--- config.mk ---
export PLATFORM = sky130hd
export DESIGN_NAME = hazard_ctrl_flat
export DESIGN_NICKNAME = d
export VERILOG_FILES = /design/src/rtl/hazard_ctrl_pkg.sv /design/src/rtl/hazard_ctrl_if.sv /design/src/rtl/hazard_ctrl_sat_counter.sv /design/src/rtl/hazard_ctrl.sv /design/src/flat_wrapper.sv
export SDC_FILE = /design/constraint.sdc
export NUM_CORES = 1
export LEC_CHECK = 0
export ABC_AREA = 1
export CORE_ASPECT_RATIO = 0.9
export CORE_MARGIN = 1
export CORE_UTILIZATION = 54
export CTS_CLUSTER_DIAMETER = 30
export DETAILED_ROUTE_END_ITERATION = 6
export HOLD_SLACK_MARGIN = 0.02
export PLACE_DENSITY = 0.82
export SETUP_SLACK_MARGIN = 0.5
export SLEW_MARGIN = 20
export SYNTH_ARGS = -nofsm -noshare
export SYNTH_HDL_FRONTEND = slang
export SYNTH_SLANG_ARGS = --single-unit
--- constraint.sdc ---
create_clock -name clk -period 2.7 [get_ports clk]
set_clock_uncertainty 0.1 [all_clocks]
set_input_delay 0.54 -clock clk [delete_from_list [all_inputs] [get_ports clk]]
set_output_delay 0.54 -clock clk [all_outputs]
set_load 0.05 [all_outputs]
--- src/rtl/hazard_ctrl_pkg.sv ---
`default_nettype none
// ============================================================================
//  Module   : hazard_pkg
//  Purpose  : Shared types and constants for the pipeline hazard controller
//  Revision : 1.0 - initial release
// ============================================================================
package hazard_pkg;

  typedef enum logic [1:0] {
    INIT    = 2'd0,
    RUN     = 2'd1,
    MD_WAIT = 2'd2
  } hz_state_t;

  typedef enum logic [1:0] {
    NONE     = 2'd0,
    LOAD_USE = 2'd1,
    MULDIV   = 2'd2,
    REDIRECT = 2'd3
  } stall_reason_t;

  localparam logic [4:0] REG_ZERO = 5'd0;

endpackage
`default_nettype wire

--- src/rtl/hazard_ctrl_if.sv ---
`default_nettype none
// ============================================================================
//  Module   : hazard_ctrl_if
//  Purpose  : ID/EX hazard inputs and IF/ID + ID/EX stall/flush controls
//  Revision : 1.0 - initial release
// ============================================================================
interface hazard_ctrl_if #(
  parameter int CNT_W = 32
);
  import hazard_pkg::*;

  logic [4:0]       id_rs;
  logic [4:0]       id_rt;
  logic             id_uses_rs;
  logic             id_uses_rt;
  logic             id_reads_hilo;
  logic             ex_mem_read;
  logic [4:0]       ex_rt;
  logic             ex_muldiv;
  logic             ex_redirect;
  logic             perf_clr;

  logic             pc_hold;
  logic             if_id_hold;
  logic             if_id_flush;
  logic             id_ex_bubble;
  logic             id_ex_flush;
  logic             muldiv_busy;
  stall_reason_t    stall_reason;
  logic [CNT_W-1:0] stall_cnt;
  logic [CNT_W-1:0] flush_cnt;

  // Pipeline side: supplies instruction info, consumes controls
  modport master (
    output id_rs, id_rt, id_uses_rs, id_uses_rt, id_reads_hilo,
           ex_mem_read, ex_rt, ex_muldiv, ex_redirect, perf_clr,
    input  pc_hold, if_id_hold, if_id_flush, id_ex_bubble, id_ex_flush,
           muldiv_busy, stall_reason, stall_cnt, flush_cnt
  );

  // Hazard controller side
  modport slave (
    input  id_rs, id_rt, id_uses_rs, id_uses_rt, id_reads_hilo,
           ex_mem_read, ex_rt, ex_muldiv, ex_redirect, perf_clr,
    output pc_hold, if_id_hold, if_id_flush, id_ex_bubble, id_ex_flush,
           muldiv_busy, stall_reason, stall_cnt, flush_cnt
  );

endinterface
`default_nettype wire

--- src/rtl/hazard_ctrl_sat_counter.sv ---
`default_nettype none
// ============================================================================
//  Module   : sat_counter
//  Purpose  : Saturating up-counter with synchronous clear (clear wins)
//  Revision : 1.0 - initial release
// ============================================================================
module sat_counter #(
  parameter int WIDTH = 32
) (
  input  wire logic             clk,
  input  wire logic             reset,
  input  wire logic             i_inc,
  input  wire logic             i_clr,
  output logic      [WIDTH-1:0] o_count
);

  // Count up, stick at all-ones, clear takes priority over increment
  always_ff @(posedge clk or posedge reset) begin
    if (reset) begin
      o_count <= '0;
    end else if (i_clr) begin
      o_count <= '0;
    end else if (i_inc && (o_count != {WIDTH{1'b1}})) begin
      o_count <= o_count + WIDTH'(1);
    end
  end

endmodule
`default_nettype wire

--- src/rtl/hazard_ctrl.sv ---
`default_nettype none
// ============================================================================
//  Module   : hazard_ctrl
//  Purpose  : Load-use / mult-div / redirect hazard control for a 5-stage
//             MIPS pipeline, with post-reset flush window and perf counters
//  Revision : 1.0 - initial release
// ============================================================================
module hazard_ctrl
  import hazard_pkg::*;
#(
  parameter int MULDIV_LAT  = 4,
  parameter int INIT_CYCLES = 2,
  parameter int CNT_W       = 32
) (
  input  wire logic     clk,
  input  wire logic     reset,
  hazard_ctrl_if.slave  bus
);

  localparam logic [3:0] C_MD_LAT    = 4'(MULDIV_LAT);
  localparam logic [3:0] C_INIT_CYCS = 4'(INIT_CYCLES);

  hz_state_t     r_state;
  logic [3:0]    r_init_cnt;
  logic [3:0]    r_md_cnt;

  logic          w_busy;
  logic          w_load_use;
  logic          w_md_hazard;
  logic          w_hold;
  logic          w_flush;
  logic          w_redirect_act;
  stall_reason_t w_reason;
  logic [CNT_W-1:0] w_stall_cnt;
  logic [CNT_W-1:0] w_flush_cnt;

  assign w_busy     = (r_md_cnt != 4'd0);
  assign w_load_use = bus.ex_mem_read && (bus.ex_rt != REG_ZERO) &&
                      ((bus.id_uses_rs && (bus.id_rs == bus.ex_rt)) ||
                       (bus.id_uses_rt && (bus.id_rt == bus.ex_rt)));
  // A mult/div entering EX this cycle already blocks a HI/LO reader in ID
  assign w_md_hazard = bus.id_reads_hilo && (w_busy || bus.ex_muldiv);

  // Same-cycle control decode: init window, then redirect > load-use > mult/div
  always_comb begin
    w_hold         = 1'b0;
    w_flush        = 1'b0;
    w_redirect_act = 1'b0;
    w_reason       = NONE;
    if (r_state == INIT) begin
      w_flush = 1'b1;
    end else if (bus.ex_redirect) begin
      w_flush        = 1'b1;
      w_redirect_act = 1'b1;
      w_reason       = REDIRECT;
    end else if (w_load_use) begin
      w_hold   = 1'b1;
      w_reason = LOAD_USE;
    end else if (w_md_hazard) begin
      w_hold   = 1'b1;
      w_reason = MULDIV;
    end
  end

  // Phase tracking: init countdown, then mult/div latency countdown
  always_ff @(posedge clk or posedge reset) begin
    if (reset) begin
      r_state    <= INIT;
      r_init_cnt <= C_INIT_CYCS;
      r_md_cnt   <= 4'd0;
    end else begin
      case (r_state)
        INIT: begin
          r_init_cnt <= r_init_cnt - 4'd1;
          if (r_init_cnt == 4'd1) r_state <= RUN;
        end
        RUN: begin
          if (bus.ex_muldiv) begin
            r_md_cnt <= C_MD_LAT;
            r_state  <= MD_WAIT;
          end
        end
        MD_WAIT: begin
          // A redirect does not cancel: the mult/div is older than the branch
          if (bus.ex_muldiv) begin
            r_md_cnt <= C_MD_LAT;
          end else begin
            r_md_cnt <= r_md_cnt - 4'd1;
            if (r_md_cnt == 4'd1) r_state <= RUN;
          end
        end
        default: r_state <= INIT;
      endcase
    end
  end

  sat_counter #(.WIDTH(CNT_W)) u_stall_cnt (
    .clk     (clk),
    .reset   (reset),
    .i_inc   (w_hold),
    .i_clr   (bus.perf_clr),
    .o_count (w_stall_cnt)
  );

  sat_counter #(.WIDTH(CNT_W)) u_flush_cnt (
    .clk     (clk),
    .reset   (reset),
    .i_inc   (w_redirect_act),
    .i_clr   (bus.perf_clr),
    .o_count (w_flush_cnt)
  );

  assign bus.pc_hold      = w_hold;
  assign bus.if_id_hold   = w_hold;
  assign bus.id_ex_bubble = w_hold;
  assign bus.if_id_flush  = w_flush;
  assign bus.id_ex_flush  = w_flush;
  assign bus.muldiv_busy  = w_busy;
  assign bus.stall_reason = w_reason;
  assign bus.stall_cnt    = w_stall_cnt;
  assign bus.flush_cnt    = w_flush_cnt;

endmodule
`default_nettype wire
--- src/flat_wrapper.sv ---
// flat-port wrapper written by rule: the top's interface ports become plain ports
module hazard_ctrl_flat import hazard_pkg::*;
#(
  parameter int MULDIV_LAT  = 4,
  parameter int INIT_CYCLES = 2,
  parameter int CNT_W       = 32
)
  (clk, reset, bus_id_rs, bus_id_rt, bus_id_uses_rs, bus_id_uses_rt, bus_id_reads_hilo, bus_ex_mem_read, bus_ex_rt, bus_ex_muldiv, bus_ex_redirect, bus_perf_clr, bus_pc_hold, bus_if_id_hold, bus_if_id_flush, bus_id_ex_bubble, bus_id_ex_flush, bus_muldiv_busy, bus_stall_reason, bus_stall_cnt, bus_flush_cnt);
  hazard_ctrl_if #(.CNT_W(CNT_W)) bus_i ();
  input  wire logic clk;
  input  wire logic reset;
  input wire logic [$bits(bus_i.id_rs)-1:0] bus_id_rs;
  input wire logic [$bits(bus_i.id_rt)-1:0] bus_id_rt;
  input wire logic [$bits(bus_i.id_uses_rs)-1:0] bus_id_uses_rs;
  input wire logic [$bits(bus_i.id_uses_rt)-1:0] bus_id_uses_rt;
  input wire logic [$bits(bus_i.id_reads_hilo)-1:0] bus_id_reads_hilo;
  input wire logic [$bits(bus_i.ex_mem_read)-1:0] bus_ex_mem_read;
  input wire logic [$bits(bus_i.ex_rt)-1:0] bus_ex_rt;
  input wire logic [$bits(bus_i.ex_muldiv)-1:0] bus_ex_muldiv;
  input wire logic [$bits(bus_i.ex_redirect)-1:0] bus_ex_redirect;
  input wire logic [$bits(bus_i.perf_clr)-1:0] bus_perf_clr;
  output wire logic [$bits(bus_i.pc_hold)-1:0] bus_pc_hold;
  output wire logic [$bits(bus_i.if_id_hold)-1:0] bus_if_id_hold;
  output wire logic [$bits(bus_i.if_id_flush)-1:0] bus_if_id_flush;
  output wire logic [$bits(bus_i.id_ex_bubble)-1:0] bus_id_ex_bubble;
  output wire logic [$bits(bus_i.id_ex_flush)-1:0] bus_id_ex_flush;
  output wire logic [$bits(bus_i.muldiv_busy)-1:0] bus_muldiv_busy;
  output wire logic [$bits(bus_i.stall_reason)-1:0] bus_stall_reason;
  output wire logic [$bits(bus_i.stall_cnt)-1:0] bus_stall_cnt;
  output wire logic [$bits(bus_i.flush_cnt)-1:0] bus_flush_cnt;
  assign bus_i.id_rs = bus_id_rs;
  assign bus_i.id_rt = bus_id_rt;
  assign bus_i.id_uses_rs = bus_id_uses_rs;
  assign bus_i.id_uses_rt = bus_id_uses_rt;
  assign bus_i.id_reads_hilo = bus_id_reads_hilo;
  assign bus_i.ex_mem_read = bus_ex_mem_read;
  assign bus_i.ex_rt = bus_ex_rt;
  assign bus_i.ex_muldiv = bus_ex_muldiv;
  assign bus_i.ex_redirect = bus_ex_redirect;
  assign bus_i.perf_clr = bus_perf_clr;
  assign bus_pc_hold = bus_i.pc_hold;
  assign bus_if_id_hold = bus_i.if_id_hold;
  assign bus_if_id_flush = bus_i.if_id_flush;
  assign bus_id_ex_bubble = bus_i.id_ex_bubble;
  assign bus_id_ex_flush = bus_i.id_ex_flush;
  assign bus_muldiv_busy = bus_i.muldiv_busy;
  assign bus_stall_reason = bus_i.stall_reason;
  assign bus_stall_cnt = bus_i.stall_cnt;
  assign bus_flush_cnt = bus_i.flush_cnt;
  hazard_ctrl #(.MULDIV_LAT(MULDIV_LAT), .INIT_CYCLES(INIT_CYCLES), .CNT_W(CNT_W)) u_core (.clk(clk), .reset(reset), .bus(bus_i));
endmodule
==> metrics.txt <==
final hold violations=0; area leader, netlist=dfrtp_1; # setup viols final=0; TritonCTS clock tree=done; WP data required=2060 ps; part of the power in registers=35.5%; routed wire length=16.10 mm; Mapped Area=5258 sq um; RSZ-0062 raised after global routing=true; Sw Ratio=36.57%; pin count of the biggest net entering global routing=42; Die Ht=95.61 microns; synth top area cells=dfrtp_1 (35%), nand2_1 (18%), nor2_1 (8.4%); Mapped Cells=795; Antenna Nets Post-Route=0; via count=5650; register bit total from synthesis=74; Max IR drop VDD=0.0006521 V; Worst EP arrival=1640 ps; top post-synthesis cells by count=nand2_1 (256), nor2_1 (118), dfrtp_1 (73), inv_1 (69), nand3_1 (64); max cap viols=0; dpl cell area=6456 sq um; Clock Power Share=29.9%; WL/cell=15.75 microns; top-level port count=96; detailed-placement wirelength estimate=11.75 mm; First DRT Iteration DRCs=405; post-synth cell types=34; number of flops mapped to enable cells by yosys=0; final instance area=6840 sq um; # H-tree levels=3; share of cells above drive strength 1=16.56%; P per Cell Area=526.9 nW/um^2; core area=9290 sq um; final slew viol count=0; CP max FO=4; Yosys top cell area share=34.75%; row count=33; Switch Pwr=0.001318 W; clk sinks=74; Setup CP Type=input port to output port; Yosys warning count=0; gr ovfl total=0; die area=10140 sq um; CTS Buffer Depth=2; number of remaining DRC errors=0; initial antenna violation count=0; clk root buf=clkbuf_8; Initial Util=56.59%; Worst-path clk slew=80 ps; master of the slowest instance on the critical path=a21oi_4; Clock Latency Late Sink=360 ps; top-count cell post-synth=nand2_1; DRT Pass-1 Iters=7; vias in the first global route=5215; hold depth=1; total CTS buffers=9; Max-slew headroom=57.64%; nets@finish=927; fin worst setup slack=423.6 ps; Setup crit start kind=input port; first-pass GRT wire length=26.22 mm; max incr delay on CP=280 ps; CTS Hold Bufs=0; total track usage=32.94%; HP Class=flop to flop; syn avg cell area=6.613 sq um; GPL Wtd Cong=0.9799; f_max=439.3 MHz; cell-internal power=0.002286 W; Syn Nets=826; Critical Path End Type=output port; Die X=106.0 microns; ANT cells=0; Place WS=-20.27 ps; Port Buffers=95; period utilization=84.31%; vias per cell=5.528; top_reg_cell synth=dfrtp_1; Seq/Total Area, Yosys=35.25%; R2R depth=12; actual slew at the worst max-slew pin=630.5 ps; Gate power share=34.5%; most frequent CP cell=nand2_2; CP Cell Sequence=clkdlybuf4s15_1, nand2_2, nor2_2, nand3_1, nand2_1, nand2_2, a21oi_4, buf_12; Layout Area Growth over Synthesis=30.10%; Lkg Pwr=3.268 nW; Final Critical Period=2276 ps; fraction of registers with async set or reset after synthesis=100.0%; status=finished, final reports clean
[placed cells by master (no fill, tap or decap), drive strengths merged]
| cell type | instances |
|---|---|
| xor2 | 26 |
| nand3b | 1 |
| clkdlybuf4s15 | 3 |
| dfstp | 1 |
| bufinv | 3 |
| o31ai | 2 |
| buf | 41 |
| clkinv | 1 |
| dfrtp | 73 |
| clkbuf | 10 |
| o21ai | 37 |
| nor3b | 5 |
| xnor2 | 11 |
| nand3 | 65 |
| nand4 | 24 |
| nor3 | 34 |
| ha | 7 |
| inv | 87 |
| a31oi | 1 |
| a21oi | 6 |
| nor2 | 125 |
| o22ai | 2 |
| dlygate4sd2 | 68 |
| clkinvlp | 2 |
| clkdlybuf4s50 | 2 |
| nand2 | 263 |
[kinds of logic (layout without fill, tap and decap cells)]
| family | Yosys count | after routing | synth area share, % |
|---|---|---|---|
| simple gates | 517 | 517 | 42.34 |
| xor+xnor | 37 | 37 | 6.164 |
| flops | 74 | 74 | 35.25 |
| buf+inv | 112 | 217 | 8.781 |
| fa+ha+maj | 7 | 7 | 1.666 |
| compound gates | 48 | 48 | 5.807 |
[sequential cells by signal (all words and copies together) (netlist names)]
| signal | cells |
|---|---|
| u_core.u_flush_cnt.o_count | 32 |
| u_core.r_state | 2 |
| u_core.u_stall_cnt.o_count | 32 |
| u_core.r_init_cnt | 4 |
| u_core.r_md_cnt | 4 |
[critical path, delay by kind of cell]
kind                   cells  cell delay [ps]
and+or+nand+nor            5              440
AOI/OAI and AO/OA          1              280
buffers and inverters      2              380
[per-layer routing]
layer	track usage (%)	up-vias	wire length [microns]
li1	-	2718	-
met1	47.05	2634	7382
met2	52.45	260	7148
met3	4.921	38	1265
met4	8.218	0	298
met5	0	-	0
[timing repair]
action | 4_1_cts | 5_1_grt
pin swaps | 29 | 19
endpoints found under the setup margin | 95 | 61
gates cloned | 0 | 0
buffers inserted | 3 | 4
gates resized for setup | 184 | 23
[area by class of cell]
cell class                      count  area [sq um]
Tap cell                          122         152.6
Clock buffer                       10         137.6
Sequential cell                    74          1858
Clock inverter                      5         102.6
Multi-Input combinational cell    609          3079
Timing Repair Buffer              114          1151
Inverter                           88         359.1
Fill cell                         785          2450
[power by group through the flow]
| stage | logic, W | clock network (W) | registers, W |
|---|---|---|---|
| after floorplan | 0.000696 | 0 | 0.00134 |
| after global placement | 0.00109 | 0 | 0.00129 |
| after detailed placement | 0.00113 | 0 | 0.00130 |
| after CTS | 0.00119 | 0.00109 | 0.00128 |
| after global routing | 0.00134 | 0.00113 | 0.00129 |
| final | 0.00125 | 0.00108 | 0.00128 |
[final timing paths]
kind	start	to	slack [ps]
setup / recovery	bus_id_uses_rt	bus_pc_hold	420
hold / removal	u_core.r_init_cnt[3]	u_core.r_init_cnt[3]	390
setup reg to reg	u_core.u_flush_cnt.o_count[0]	u_core.u_flush_cnt.o_count[20]	630
hold reg to reg	u_core.r_init_cnt[3]	u_core.r_init_cnt[3]	390
max in group asynchronous	reset	u_core.u_stall_cnt.o_count[1]	1480
min in group asynchronous	reset	u_core.u_flush_cnt.o_count[1]	450
[per-stage QoR]
step / power, W / instances / util (%) / setup TNS [ps] / hold WS [ps]
3_5_place_dp: 0.002428 / 1000 / 69.49 / -57.26 / 371.4
3_3_place_gp: 0.002384 / 1000 / 69.49 / 0 / 360.5
6_report: 0.003604 / 1022 / 73.63 / 0 / 389.4
4_1_cts: 0.003554 / 1018 / 72.50 / 0 / 389.4
2_1_floorplan: 0.002039 / 795 / - / 0 / 346.5
5_1_grt: 0.003758 / 1022 / 73.63 / 0 / 409.1
No activity file was read; power rests on OpenSTA's default activity.
